**config.mk**
```make
export PLATFORM = sky130hd
export DESIGN_NAME = foo_write_arbiter_flat
export DESIGN_NICKNAME = d
export VERILOG_FILES = /design/src/rtl/foo_write_arbiter_if.sv /design/src/rtl/foo_write_arbiter.sv /design/src/flat_wrapper.sv
export SDC_FILE = /design/constraint.sdc
export NUM_CORES = 1
export LEC_CHECK = 0
export ABC_AREA = 1
export CAP_MARGIN = 10
export CORE_MARGIN = 10
export CORE_UTILIZATION = 46
export CTS_CLUSTER_DIAMETER = 50
export DETAILED_ROUTE_END_ITERATION = 10
export PLACE_DENSITY_LB_ADDON = 0.08
export SYNTH_ARGS = -nofsm -noshare
export SYNTH_HDL_FRONTEND = slang
export SYNTH_SLANG_ARGS = --single-unit
```
**constraint.sdc**
```tcl
create_clock -name i_clk -period 3.05 [get_ports i_clk]
set_input_delay 0.61 -clock i_clk [delete_from_list [all_inputs] [get_ports i_clk]]
set_output_delay 0.61 -clock i_clk [all_outputs]
set_load 0.005 [all_outputs]
```
**src/rtl/foo_write_arbiter_if.sv**
```systemverilog
// Requester-side handshake bundle and shared foo register outputs of the write arbiter.
interface foo_write_arbiter_if #(
  parameter int N = 5,
  parameter int W = 8
);
  localparam int IDW = $clog2(N);

  logic [N-1:0]   req_valid;
  logic [N-1:0]   req_lock;
  logic [N*W-1:0] req_data;
  logic [N-1:0]   req_ready;
  logic [W-1:0]   foo;
  logic           foo_we;
  logic [IDW-1:0] grant_id;
  logic           busy;

  modport master (
    output req_valid, req_lock, req_data,
    input  req_ready, foo, foo_we, grant_id, busy
  );

  modport slave (
    input  req_valid, req_lock, req_data,
    output req_ready, foo, foo_we, grant_id, busy
  );
endinterface

```
**src/rtl/foo_write_arbiter.sv**
```systemverilog
// Round-robin arbiter sharing the foo register among N requesters, with
// optional burst locking of the grant for up to MAX_BURST beats.
module foo_write_arbiter #(
  parameter int N         = 5,
  parameter int W         = 8,
  parameter int MAX_BURST = 4
) (
  input  logic                  i_clk,
  input  logic                  i_rst_n,
  input  logic                  i_en,
  foo_write_arbiter_if.slave    bus
);
  // state     | meaning
  // ST_IDLE   | round-robin scan from r_ptr, any valid requester may win
  // ST_LOCKED | grant held by r_owner until release, unlocked beat or burst limit
  localparam int PW = $clog2(N);
  localparam int CW = $clog2(MAX_BURST + 1);

  typedef enum logic {ST_IDLE, ST_LOCKED} state_t;

  state_t         r_state;
  logic [PW-1:0]  r_ptr;
  logic [PW-1:0]  r_owner;
  logic [CW-1:0]  r_cnt;
  logic [W-1:0]   r_foo;
  logic           r_foo_we;
  logic [PW-1:0]  r_grant_id;

  logic           w_found;
  logic [PW-1:0]  w_winner;
  logic [PW:0]    w_idx;
  logic [N-1:0]   w_ready;
  logic           w_accept;
  logic [PW-1:0]  w_sel;
  logic [W-1:0]   w_sel_data;
  logic [CW-1:0]  w_cnt_inc;

  function automatic logic [PW-1:0] f_inc(input logic [PW-1:0] x);
    return (x == PW'(N - 1)) ? '0 : x + 1'b1;
  endfunction

  // First valid requester at or after r_ptr, wrapping modulo N.
  always_comb begin
    w_found  = 1'b0;
    w_winner = '0;
    w_idx    = '0;
    for (int k = 0; k < N; k++) begin
      w_idx = {1'b0, r_ptr} + (PW+1)'(k);
      if (w_idx >= (PW+1)'(N)) w_idx = w_idx - (PW+1)'(N);
      if (!w_found && bus.req_valid[w_idx[PW-1:0]]) begin
        w_found  = 1'b1;
        w_winner = w_idx[PW-1:0];
      end
    end
  end

  always_comb begin
    w_ready    = '0;
    w_sel      = (r_state == ST_LOCKED) ? r_owner : w_winner;
    w_sel_data = '0;
    if (i_rst_n && i_en) begin
      if (r_state == ST_LOCKED) w_ready[r_owner] = bus.req_valid[r_owner];
      else if (w_found)         w_ready[w_winner] = 1'b1;
    end
    for (int i = 0; i < N; i++) begin
      if (w_sel == PW'(i)) w_sel_data = bus.req_data[i*W +: W];
    end
    w_accept  = |w_ready;
    w_cnt_inc = r_cnt + 1'b1;
  end

  always_ff @(posedge i_clk or negedge i_rst_n) begin
    if (!i_rst_n) begin
      r_state    <= ST_IDLE;
      r_ptr      <= '0;
      r_owner    <= '0;
      r_cnt      <= '0;
      r_foo      <= '0;
      r_foo_we   <= 1'b0;
      r_grant_id <= '0;
    end else begin
      r_foo_we <= 1'b0;
      if (w_accept) begin
        r_foo      <= w_sel_data;
        r_foo_we   <= 1'b1;
        r_grant_id <= w_sel;
      end
      if (i_en) begin
        if (r_state == ST_IDLE) begin
          if (w_accept) begin
            if (bus.req_lock[w_winner] && (MAX_BURST > 1)) begin
              r_state <= ST_LOCKED;
              r_owner <= w_winner;
              r_cnt   <= CW'(1);
            end else begin
              r_ptr <= f_inc(w_winner);
            end
          end
        end else begin
          // Without an accepted beat while enabled, the owner dropped valid: release.
          if (!w_accept || !bus.req_lock[r_owner] || (w_cnt_inc == CW'(MAX_BURST))) begin
            r_state <= ST_IDLE;
            r_cnt   <= '0;
            r_ptr   <= f_inc(r_owner);
          end else begin
            r_cnt <= w_cnt_inc;
          end
        end
      end
    end
  end

  assign bus.req_ready = w_ready;
  assign bus.foo       = r_foo;
  assign bus.foo_we    = r_foo_we;
  assign bus.grant_id  = r_grant_id;
  assign bus.busy      = (r_state == ST_LOCKED);

endmodule
```
**src/flat_wrapper.sv**
```systemverilog
// flat-port wrapper written by rule: the top's interface ports become plain ports
module foo_write_arbiter_flat 
#(
  parameter int N         = 5,
  parameter int W         = 8,
  parameter int MAX_BURST = 4
)
  (i_clk, i_rst_n, i_en, bus_req_valid, bus_req_lock, bus_req_data, bus_req_ready, bus_foo, bus_foo_we, bus_grant_id, bus_busy);
  foo_write_arbiter_if #(.N(N), .W(W)) bus_i ();
  input  logic i_clk;
  input  logic i_rst_n;
  input  logic i_en;
  input wire logic [$bits(bus_i.req_valid)-1:0] bus_req_valid;
  input wire logic [$bits(bus_i.req_lock)-1:0] bus_req_lock;
  input wire logic [$bits(bus_i.req_data)-1:0] bus_req_data;
  output wire logic [$bits(bus_i.req_ready)-1:0] bus_req_ready;
  output wire logic [$bits(bus_i.foo)-1:0] bus_foo;
  output wire logic [$bits(bus_i.foo_we)-1:0] bus_foo_we;
  output wire logic [$bits(bus_i.grant_id)-1:0] bus_grant_id;
  output wire logic [$bits(bus_i.busy)-1:0] bus_busy;
  assign bus_i.req_valid = bus_req_valid;
  assign bus_i.req_lock = bus_req_lock;
  assign bus_i.req_data = bus_req_data;
  assign bus_req_ready = bus_i.req_ready;
  assign bus_foo = bus_i.foo;
  assign bus_foo_we = bus_i.foo_we;
  assign bus_grant_id = bus_i.grant_id;
  assign bus_busy = bus_i.busy;
  foo_write_arbiter #(.N(N), .W(W), .MAX_BURST(MAX_BURST)) u_core (.i_clk(i_clk), .i_rst_n(i_rst_n), .i_en(i_en), .bus(bus_i));
endmodule
```
# Word-level counts from Yosys, hierarchy flattened
# Index checks and enable logic that the tools add are counted.
dict set report word_totals {
  reg_bits 22
  out_inout_bits 18
  wordCells 125
  latchBits 0
  memories 0
  ram_bits 0
  mem_bits_ro 0
  in_bits 53
}
dict set report classes {
  shifts 0
  magnitude_cmp 14
  n_mul 0
  n_eq_ne 9
  reduce_logical 22
  n_bitwise 2
  n_mux 59
  n_div 0
  addsub 12
}
# operator n
set ops {}
lappend ops {{$mux W3} 21}
lappend ops {{$mux W8} 5}
lappend ops {{$lt A3 B4 Y1 const B} 7}
lappend ops {{$bmux W1 S3} 8}
lappend ops {{$mux W1} 20}
lappend ops {{$ge A4 B3 Y1 const B} 4}
lappend ops {{$mux W5} 3}
lappend ops {{$sub A3 B3 Y3 const B} 5}
lappend ops {{$eq A3 B3 Y1 const B} 4}
lappend ops {{$add A3 B1 Y3 const B} 3}
lappend ops {{$add A3 B2 Y4 const B} 2}
lappend ops {{$reduce_and A4 Y1} 2}
lappend ops {{$logic_and A1 B1 Y1} 7}
lappend ops {{$demux W1 S3} 2}
lappend ops {{$eq A3 B2 Y1 const B} 2}
lappend ops {{$ge A3 B1 Y1 const B} 2}
lappend ops {{$logic_not A1 Y1} 6}
lappend ops {{$and A5 B5 Y5} 1}
lappend ops {{$reduce_or A5 Y1} 1}
lappend ops {{$add A3 B1 Y4 const B} 1}
lappend ops {{$add A3 B3 Y4 const B} 1}
lappend ops {{$reduce_bool A2 Y1} 2}
lappend ops {{$eq A3 B1 Y1 const B} 1}
lappend ops {{$ge A3 B3 Y1 const B} 1}
lappend ops {{6 further kinds} 7}

# Depth between registers and ports, before layout
# Gate-level depths: netlist (run 1).
dict set report logic_depth {
  word_depth 30
  ltp_mapped 29
  ltp_nobuf 28
}

# Least setup slack after synthesis (run 1)
# No wires, ideal clock.
dict set report synth_path {
  path_kind {register to register}
  start {reg u_core.r_ptr[0]}
  end {reg u_core.r_cnt[0]}
  synth_period_minus_slack_ns 3.275
  slack_ns -0.225
  setup_time_ns 0.117
  t_required_ns 2.933
  n_path_buf 1
  arrival_time_ns 3.158
  path_stages_with_launch 28
  path_cell_list {dfrtp_1 inv_1 ha_1 inv_1 fa_1 a21oi_2 nand2_1 nand2_1 nand2_1 nand3_1 nand3_1 nand2_1 nand3_2 nor2_4 nand3_2 clkinv_2 nor2_4 nand3_2 nand2_1 nand2_1 nand2_1 nor2_2 nand2_4 buf_6 nand2_2 nor2_1 o21ai_1 inv_1}
}
dict set report synth_between {
  elab_chain_cells 30
  word_cells_on_any_way 66
  classes_between {add/sub (9); order compare (7); mux (34); reduce/logical (16)}
}
# element line
set synth_lines {}
lappend synth_lines {{start: declaration} foo_write_arbiter.sv:22} ;# logic [PW-1:0] r_ptr;
lappend synth_lines {{start signal: assignment} foo_write_arbiter.sv:96} ;# r_ptr <= f_inc(w_winner);
lappend synth_lines {{start signal: assignment} foo_write_arbiter.sv:104} ;# r_ptr <= f_inc(r_owner);
lappend synth_lines {{parallel branches: the longest is 21 deep, another holds $add A3 B1 Y4} -}
lappend synth_lines {{$mux W5 (*)} foo_write_arbiter.sv:63} ;# else if (w_found) w_ready[w_winner] = 1'b1;
lappend synth_lines {{$mux W5 (*)} foo_write_arbiter.sv:62} ;# if (r_state == ST_LOCKED) w_ready[r_owner] = bus.req_valid[r_owner];
lappend synth_lines {{$mux W5 (*)} foo_write_arbiter.sv:61} ;# if (i_rst_n && i_en) begin
lappend synth_lines {{$reduce_or A5 Y1 (*)} foo_write_arbiter.sv:68} ;# w_accept = |w_ready;
lappend synth_lines {{named net u_core.w_accept} foo_write_arbiter.sv:33} ;# logic w_accept;
lappend synth_lines {{$logic_not A1 Y1} foo_write_arbiter.sv:101} ;# if (!w_accept || !bus.req_lock[r_owner] || (w_cnt_inc == CW'(MAX_BURST))) begin
lappend synth_lines {{$logic_or A1 B1 Y1 (2 in series)} foo_write_arbiter.sv:101}
lappend synth_lines {{$mux W3} foo_write_arbiter.sv:101}
lappend synth_lines {{$mux W3} foo_write_arbiter.sv:89} ;# if (r_state == ST_IDLE) begin
lappend synth_lines {{end signal: assignment} foo_write_arbiter.sv:106} ;# r_cnt <= w_cnt_inc;
lappend synth_lines {{end: declaration} foo_write_arbiter.sv:24} ;# logic [CW-1:0] r_cnt;
# Mark *: on every way through the listed nets, which the timed path passes. The select of a mux whose other input is x is not followed.
# A chain may end at the register's enable or synchronous reset.

# Final worst setup path (run 1)
dict set report layout_path {
  start {reg u_core.r_ptr[1]}
  end {out bus_req_ready[0]}
}
dict set report layout_between {
  elab_chain_cells 24
  word_cells_on_any_way 55
  classes_between {add/sub (9); order compare (7); mux (30); reduce/logical (9)}
}
# element line
set layout_lines {}
lappend layout_lines {{parallel branches: the longest is 16 deep, another holds $add A3 B1 Y4} -}
lappend layout_lines {{$mux W3 (*)} foo_write_arbiter.sv:50} ;# if (!w_found && bus.req_valid[w_idx[PW-1:0]]) begin
lappend layout_lines {{named net u_core.w_winner[0]} foo_write_arbiter.sv:30} ;# logic [PW-1:0] w_winner;
lappend layout_lines {{$lt A3 B4 Y1 (not written as such) or $ge A3 B1 Y1 (tied branches)} foo_write_arbiter.sv:63}
lappend layout_lines {{$logic_and A1 B1 Y1 (not written as such)} foo_write_arbiter.sv:63}
lappend layout_lines {{$mux W1 (not written as such)} foo_write_arbiter.sv:63}
lappend layout_lines {{$demux W1 S3 (*)} -}
lappend layout_lines {{$mux W5 (*)} foo_write_arbiter.sv:63}
lappend layout_lines {{$mux W5 (*)} foo_write_arbiter.sv:62}
lappend layout_lines {{$mux W5 (*)} foo_write_arbiter.sv:61}
lappend layout_lines {{end: declaration} flat_wrapper.sv:16} ;# output wire logic [$bits(bus_i.req_ready)-1:0] bus_req_ready;
# Marked as above.

==> results of run 1 <==
-- synth_stat cells (all sizes together), types with 2 or more instances --
cell    number
nand2      150
nand3       83
inv         44
o21ai       38
nor2        26
dfrtp       22
nand4       21
ha          14
buf          9
a21oi        8
clkbuf       3
o211ai       3
xnor2        3
xor2         3
clkinv       2
nand3b       2
-- flip-flops by register name, summed over array words and instances, names as in the netlist --
register             cells
u_core.bus.foo_we        1
u_core.r_owner           3
u_core.r_ptr             3
u_core.bus.grant_id      3
u_core.bus.foo           8
u_core.r_cnt             3
u_core.bus.busy          1
-- how the worst max path moves through the flow --
stage	endpoint	slack, ns	cells after the start
final	bus_req_ready[0]	-0.62	21
after global routing	bus_req_ready[3]	-0.75	20
after CTS	bus_req_ready[0]	-0.58	22
after detailed placement	bus_req_ready[3]	-0.66	20
after global placement	bus_req_ready[3]	-0.59	20
after floorplan	u_core.r_cnt[0]	-0.05	27
-- per-stage QoR --
step	TNS [ns]	instances	util, %	hold WS, ns
after floorplan	-0.122	439	-	0.314
after global placement	-7.65	645	70.4	0.457
after detailed placement	-9.94	645	70.4	0.466
after CTS	-9.29	660	76.6	0.485
after global routing	-17.71	668	80.6	0.522
final	-13.31	668	80.6	0.493
-- routing by layer --
metal	GRT usage [%]	vias up
li1	-	1784
met2	32.5	174
met4	7.17	0
met3	5.71	27
met1	25.4	1726
met5	0	-
-- worst reg2reg max path, stage by stage, from the launching register on --
cell      delay (ns)
dfrtp_2         0.45
buf_12          0.14
buf_6           0.11
fa_2            0.42
a21oi_4         0.19
nand2_1         0.09
nand2_2         0.11
buf_6           0.11
nand3_2         0.06
nand2_2         0.08
nand2_4         0.08
nand3_4         0.09
nor2_4          0.04
buf_6           0.12
nand3_4         0.08
clkinv_4        0.06
nor2_4          0.15
nand3_2         0.09
nand2_2         0.08
nand2_2         0.06
buf_4           0.13
buf_6           0.12
nand2_4         0.05
nor2_4          0.04
nand2_4         0.12
nand3_4         0.13
nand4_1         0.20
nand2_1         0.07
-- logic make-up (layout without fill, tap and decap cells) --
group | Yosys count | after routing | synth area share (%)
AOI/OAI and AO/OA | 53 | 53 | 11.2
buffers and inverters | 58 | 212 | 8.76
xor gates and xnor gates | 6 | 6 | 1.87
and+or+nand+nor | 285 | 285 | 51.7
DFF | 22 | 22 | 19.6
adders and majority gates | 15 | 15 | 6.93
-- repair_timing --
item | CTS | global route
setup buffers | 11 | 8
endpoints found under the setup margin | 27 | 27
resized for setup | 78 | 47
pin swaps | 28 | 26
gates cloned | 0 | 1
-- cell type report --
cell class / instances / area (um^2) / area share [%]
Timing Repair Buffer: 162 / 1480 / 30.9
Multi-Input combinational cell: 359 / 2410 / 50.6
Tap cell: 75 / 93.8 / 1.97
Clock buffer: 4 / 55.1 / 1.15
Sequential cell: 22 / 553 / 11.6
Inverter: 46 / 183 / 3.83
==> metrics, run 1 <==
Slowest cell on crit path=dfrtp_2; Reg2Reg Depth=27; nets@finish=around 660; Hold Fails Final Rpt=0; max incr delay on CP=0.45 ns; Post-synth top flop=dfrtp_1; Clock Tree Buf Depth=2; sequential share of the synthesized area=~20%; dpl hpwl=8080 um; critical path class=reg2out; clk sinks=22; FF-to-FF End=u_core.r_ptr[1]; Initial DRC Count=313; initial antenna violation count=0; largest net degree at the start of global routing=23; commonest non-fill, non-tap cell in the layout=nand2_1; via count=approximately 3700; post-route ant nets=0; most frequent cells in the layout=nand2_1, buf_4, clkdlybuf4s50_1; Async SR Flop Fraction=100%; cells after synthesis=around 440; Clock transition at path regs=~0.080 ns; share of cells above drive strength 1=around two fifths; Die Height=98.2 um; min Tclk post-route=3.67 ns; # DRC=0; design area=4770 um^2; Initial Util=47.5%; CTS Hold Bufs=0; global-route wire length before repair=between 15000 and 20000 um; pins over their slew limit=0; clk root buf=clkbuf_8; antenna cells=0; Setup Viol. Count Final=27; Vias/cell=5.56; yosys warns=0; core region area=slightly below 6000 um^2; CP Launch Point=u_core.r_ptr[1]; Worst EP arrival=3.06 ns; I/O pin cnt=71; net count after synthesis=507; die area=9650 um^2; Reg-to-Reg Start=u_core.r_ptr[1]; crit-path cells=buf_12, buf_6, fa_2, a21oi_4, nand2_1, nand2_2, nand2_2, nand3_2, nand3_2, nand2_4, nand3_4, nor2_4, buf_6, nand3_4, nand2_4, nor2_4, nand2_2, nand2_2, nand2_2, inv_2, buf_6; Synth cell types=41; top routing layer used=met4; Fillers=422; setup slack after layout=-0.618 ns; Synth area leader=dfrtp_1; main area contributors after synthesis=dfrtp_1, nand2_1, nand3_1; Worst Hold End=u_core.bus.grant_id[2]; flops & latches, synth=22; average size of a mapped cell=~6.4 um^2; met1 WL=approximately 4600 um; Total Routing Usage GR=around a fifth; Post-DP Area=4170 um^2; die width=98.2 um; CP most frequent cell=nand2_2; H-tree Lvls=1; overall routed net length=~11000 um; CP delay by family, top=simple AND/OR/NAND/NOR gates; Worst Skew=0.00267 ns; run status=complete, but fails checks; maximum clock frequency=0.273 GHz; startpoint types=register; synthesis-to-layout area growth=69.5%; Post-Syn Area=2820 um^2; EDFF count, synth=0; flop2flop setup slack=-0.54 ns; RSZ-0062 raised after global routing=true; Synth top area share=19.6%; Place WS=-0.657 ns; Congestion Overflow GR=0; Clk Latency, worst-skew pair=0.27 ns; # port buffers=70; worst hold path class=reg2reg; Inserted Clock Buffers=3; worst hold start=u_core.bus.grant_id[2]; Rows=28; WL met3=just under 1000 um; Avg WL per Cell=16.5 um; max-cap violation count=0; vias in the first global route=3568; Hold Path Cell Cnt=2; CP bufs+invs=5; Placer Congestion=approximately 0.9; Critical Path Sink Type=output port; Required @ worst endpoint=2.44 ns; failing checks=negative setup slack; CP Max Fanout=5; wire length on met2=5160 um; drt pass-1 iters=5; Worst Max-Slew Pin Slew=0.619 ns; Final Cycle Share=120%; CTS tree=yes; Max-slew headroom=58.7%
Power of run 1 is not shown: default switching activity piles up to over one toggle a cycle in this logic, so the estimate is an artifact.
==> inputs of run 2 (changes only) <==
CORE_MARGIN = default   (was 10)
==> run 2 against run 1 <==
  * The run still ends with negative setup slack left
  * Critical path type unchanged
  * Clock skew up 0.0078 ns
  * Global-route usage grew 10 points
  * Critical path depth unchanged
  * Critical endpoint is now bus_req_ready[3]
==> metrics, run 2 (synthesis gave the netlist of run 1 again) <==
CP Max Fanout=5 (unchanged); # port buffers=70 (unchanged); antenna cells=0 (unchanged); run status=complete, but fails checks; Max-slew headroom=60.3% (+1.6 points); Fillers=451 (+6.9%); worst hold path class=reg2reg; Initial DRC Count=282 (-9.9%); worst setup path endpoint=bus_req_ready[3]; RSZ-0062 raised after global routing=true; global-route wire length before repair=15400 um (-8.3%); core region area=5920 um^2 (unchanged); via count=3600 (-3.0%); synthesis-to-layout area growth=62.8%; Clk Latency, worst-skew pair=0.26 ns (about the same); die area=6440 um^2 (-33%); min Tclk post-route=3.63 ns (-0.0395 ns); setup slack after layout=-0.578 ns (+0.0395 ns); drt pass-1 iters=5 (unchanged); FF-to-FF End=u_core.bus.foo[0]; most frequent cells in the layout=nand2_1, buf_4, clkdlybuf4s50_1; Final Cycle Share=119% (-1.3 points); Required @ worst endpoint=2.44 ns (about the same); Rows=28 (unchanged); Reg2Reg Depth=26 (-3.7%); Inserted Clock Buffers=3 (unchanged); vias in the first global route=3321 (-6.9%); overall routed net length=9810 um (-11%); Hold Fails Final Rpt=0 (unchanged); I/O pin cnt=71 (unchanged); clk sinks=22 (unchanged); Worst EP arrival=3.02 ns (-0.04 ns); H-tree Lvls=1 (unchanged); Reg-to-Reg Start=u_core.r_ptr[0]; failing checks=negative setup slack; Avg WL per Cell=14.9 um (-10%); share of cells above drive strength 1=35.7% (-2.7 points); die width=80.2 um (-18%); Critical Path Sink Type=output port; Setup Viol. Count Final=27 (unchanged); largest net degree at the start of global routing=23 (unchanged); Place WS=-0.603 ns (+0.0540 ns); initial antenna violation count=0 (unchanged); startpoint types=register; Placer Congestion=0.954 (+5.2%); Die Height=80.2 um (-18%); Worst Skew=0.0104 ns (+0.00777 ns); pins over their slew limit=0 (unchanged); Initial Util=47.5% (unchanged); post-route ant nets=0 (unchanged); flop2flop setup slack=-0.52 ns (+0.02 ns); # DRC=0 (unchanged); Congestion Overflow GR=0 (unchanged); Worst Max-Slew Pin Slew=0.594 ns (-0.0246 ns); Total Routing Usage GR=30.6% (+10 points); Vias/cell=5.45 (-1.8%); max-cap violation count=0 (unchanged); dpl hpwl=7330 um (-9.3%); critical path class=reg2out; clk root buf=clkbuf_8; Clock Tree Buf Depth=2 (unchanged); nets@finish=654 (-1.2%); Clock transition at path regs=0.09 ns (about the same); Largest register FFs=8 (unchanged); CTS tree=yes; maximum clock frequency=0.276 GHz (+1.1%); commonest non-fill, non-tap cell in the layout=nand2_1; CP Launch Point=u_core.r_ptr[0]
run 2: changes by cell type in the layout (fill, tap and decap cells not counted), sizes merged:
cell and delta:
buf -10, nand2 +1, clkbuf +1
run 2: area by class of cell:
class | instances | area [um^2] | area share (%)
multi-input cells | 360 | 2330 | 50.9
inverters | 46 | 184 | 4.01
repair buffers | 153 | 1370 | 29.8
clock buffers | 4 | 55.1 | 1.20
flip-flops and latches | 22 | 553 | 12.1
well taps | 75 | 93.8 | 2.05
run 2: timing repair:
| item | 4_1_cts | 5_1_grt |
|---|---|---|
| setup buffers | 10 | 3 |
| hold endpoints to repair | 0 | 0 |
| resized for setup | 61 | 41 |
| setup endpoints to repair | 27 | 27 |
| gates cloned | 1 | 1 |
| hold buffers | 0 | 0 |
| pin swaps | 29 | 31 |
run 2: worst min-delay path by stage:
stage | endpoint | cells after the start | slack (ns) | startpoint
finish | u_core.bus.grant_id[2] | 2 | 0.49 | u_core.bus.grant_id[2]
global route | u_core.bus.foo[7] | 2 | 0.52 | u_core.bus.foo[7]
CTS | u_core.bus.grant_id[2] | 2 | 0.49 | u_core.bus.grant_id[2]
detailed placement | u_core.bus.grant_id[2] | 2 | 0.47 | u_core.bus.grant_id[2]
global placement | u_core.bus.grant_id[2] | 2 | 0.46 | u_core.bus.grant_id[2]
floorplan | u_core.bus.busy | 0 | 0.31 | i_rst_n
run 2: routing by layer:
metal / GRT usage, % / share of wire, %
met1: 39.2 / 42
met2: 53.2 / 50
met3: 4.77 / 6.5
met4: 7.68 / 2.1
met5: 0 / 0
run 2: stage by stage:
stage | instances | hold slack [ns] | setup TNS, ns | utilization, % | area (um^2)
6_report | 660 | 0.486 | -12.03 | 77.4 | 4580
3_3_place_gp | 641 | 0.458 | -7.66 | 69.5 | 4110
3_5_place_dp | 641 | 0.469 | -9.28 | 69.5 | 4110
4_1_cts | 656 | 0.489 | -12.26 | 74.0 | 4380
2_1_floorplan | 439 | 0.314 | -0.122 | - | 2860
5_1_grt | 660 | 0.524 | -17.72 | 77.4 | 4580
run 2: critical path, stage by stage, from the launching register on:
cell and delay [ns]:
dfrtp_1 0.42, inv_2 0.14, ha_4 0.16, inv_4 0.03, fa_2 0.37, a21oi_4 0.18, nand2_1 0.09, nand2_2 0.08
nand2_1 0.06, nand3_2 0.10, nand3_2 0.10, nand2_4 0.10, nand3_4 0.08, nor2_4 0.15, nand3_4 0.11, nand3_4 0.12
buf_6 0.11, nand2_4 0.04, nand2_4 0.06, nand3b_4 0.09, inv_2 0.08, buf_6 0.09
Power of run 2 is left out for the same reason.
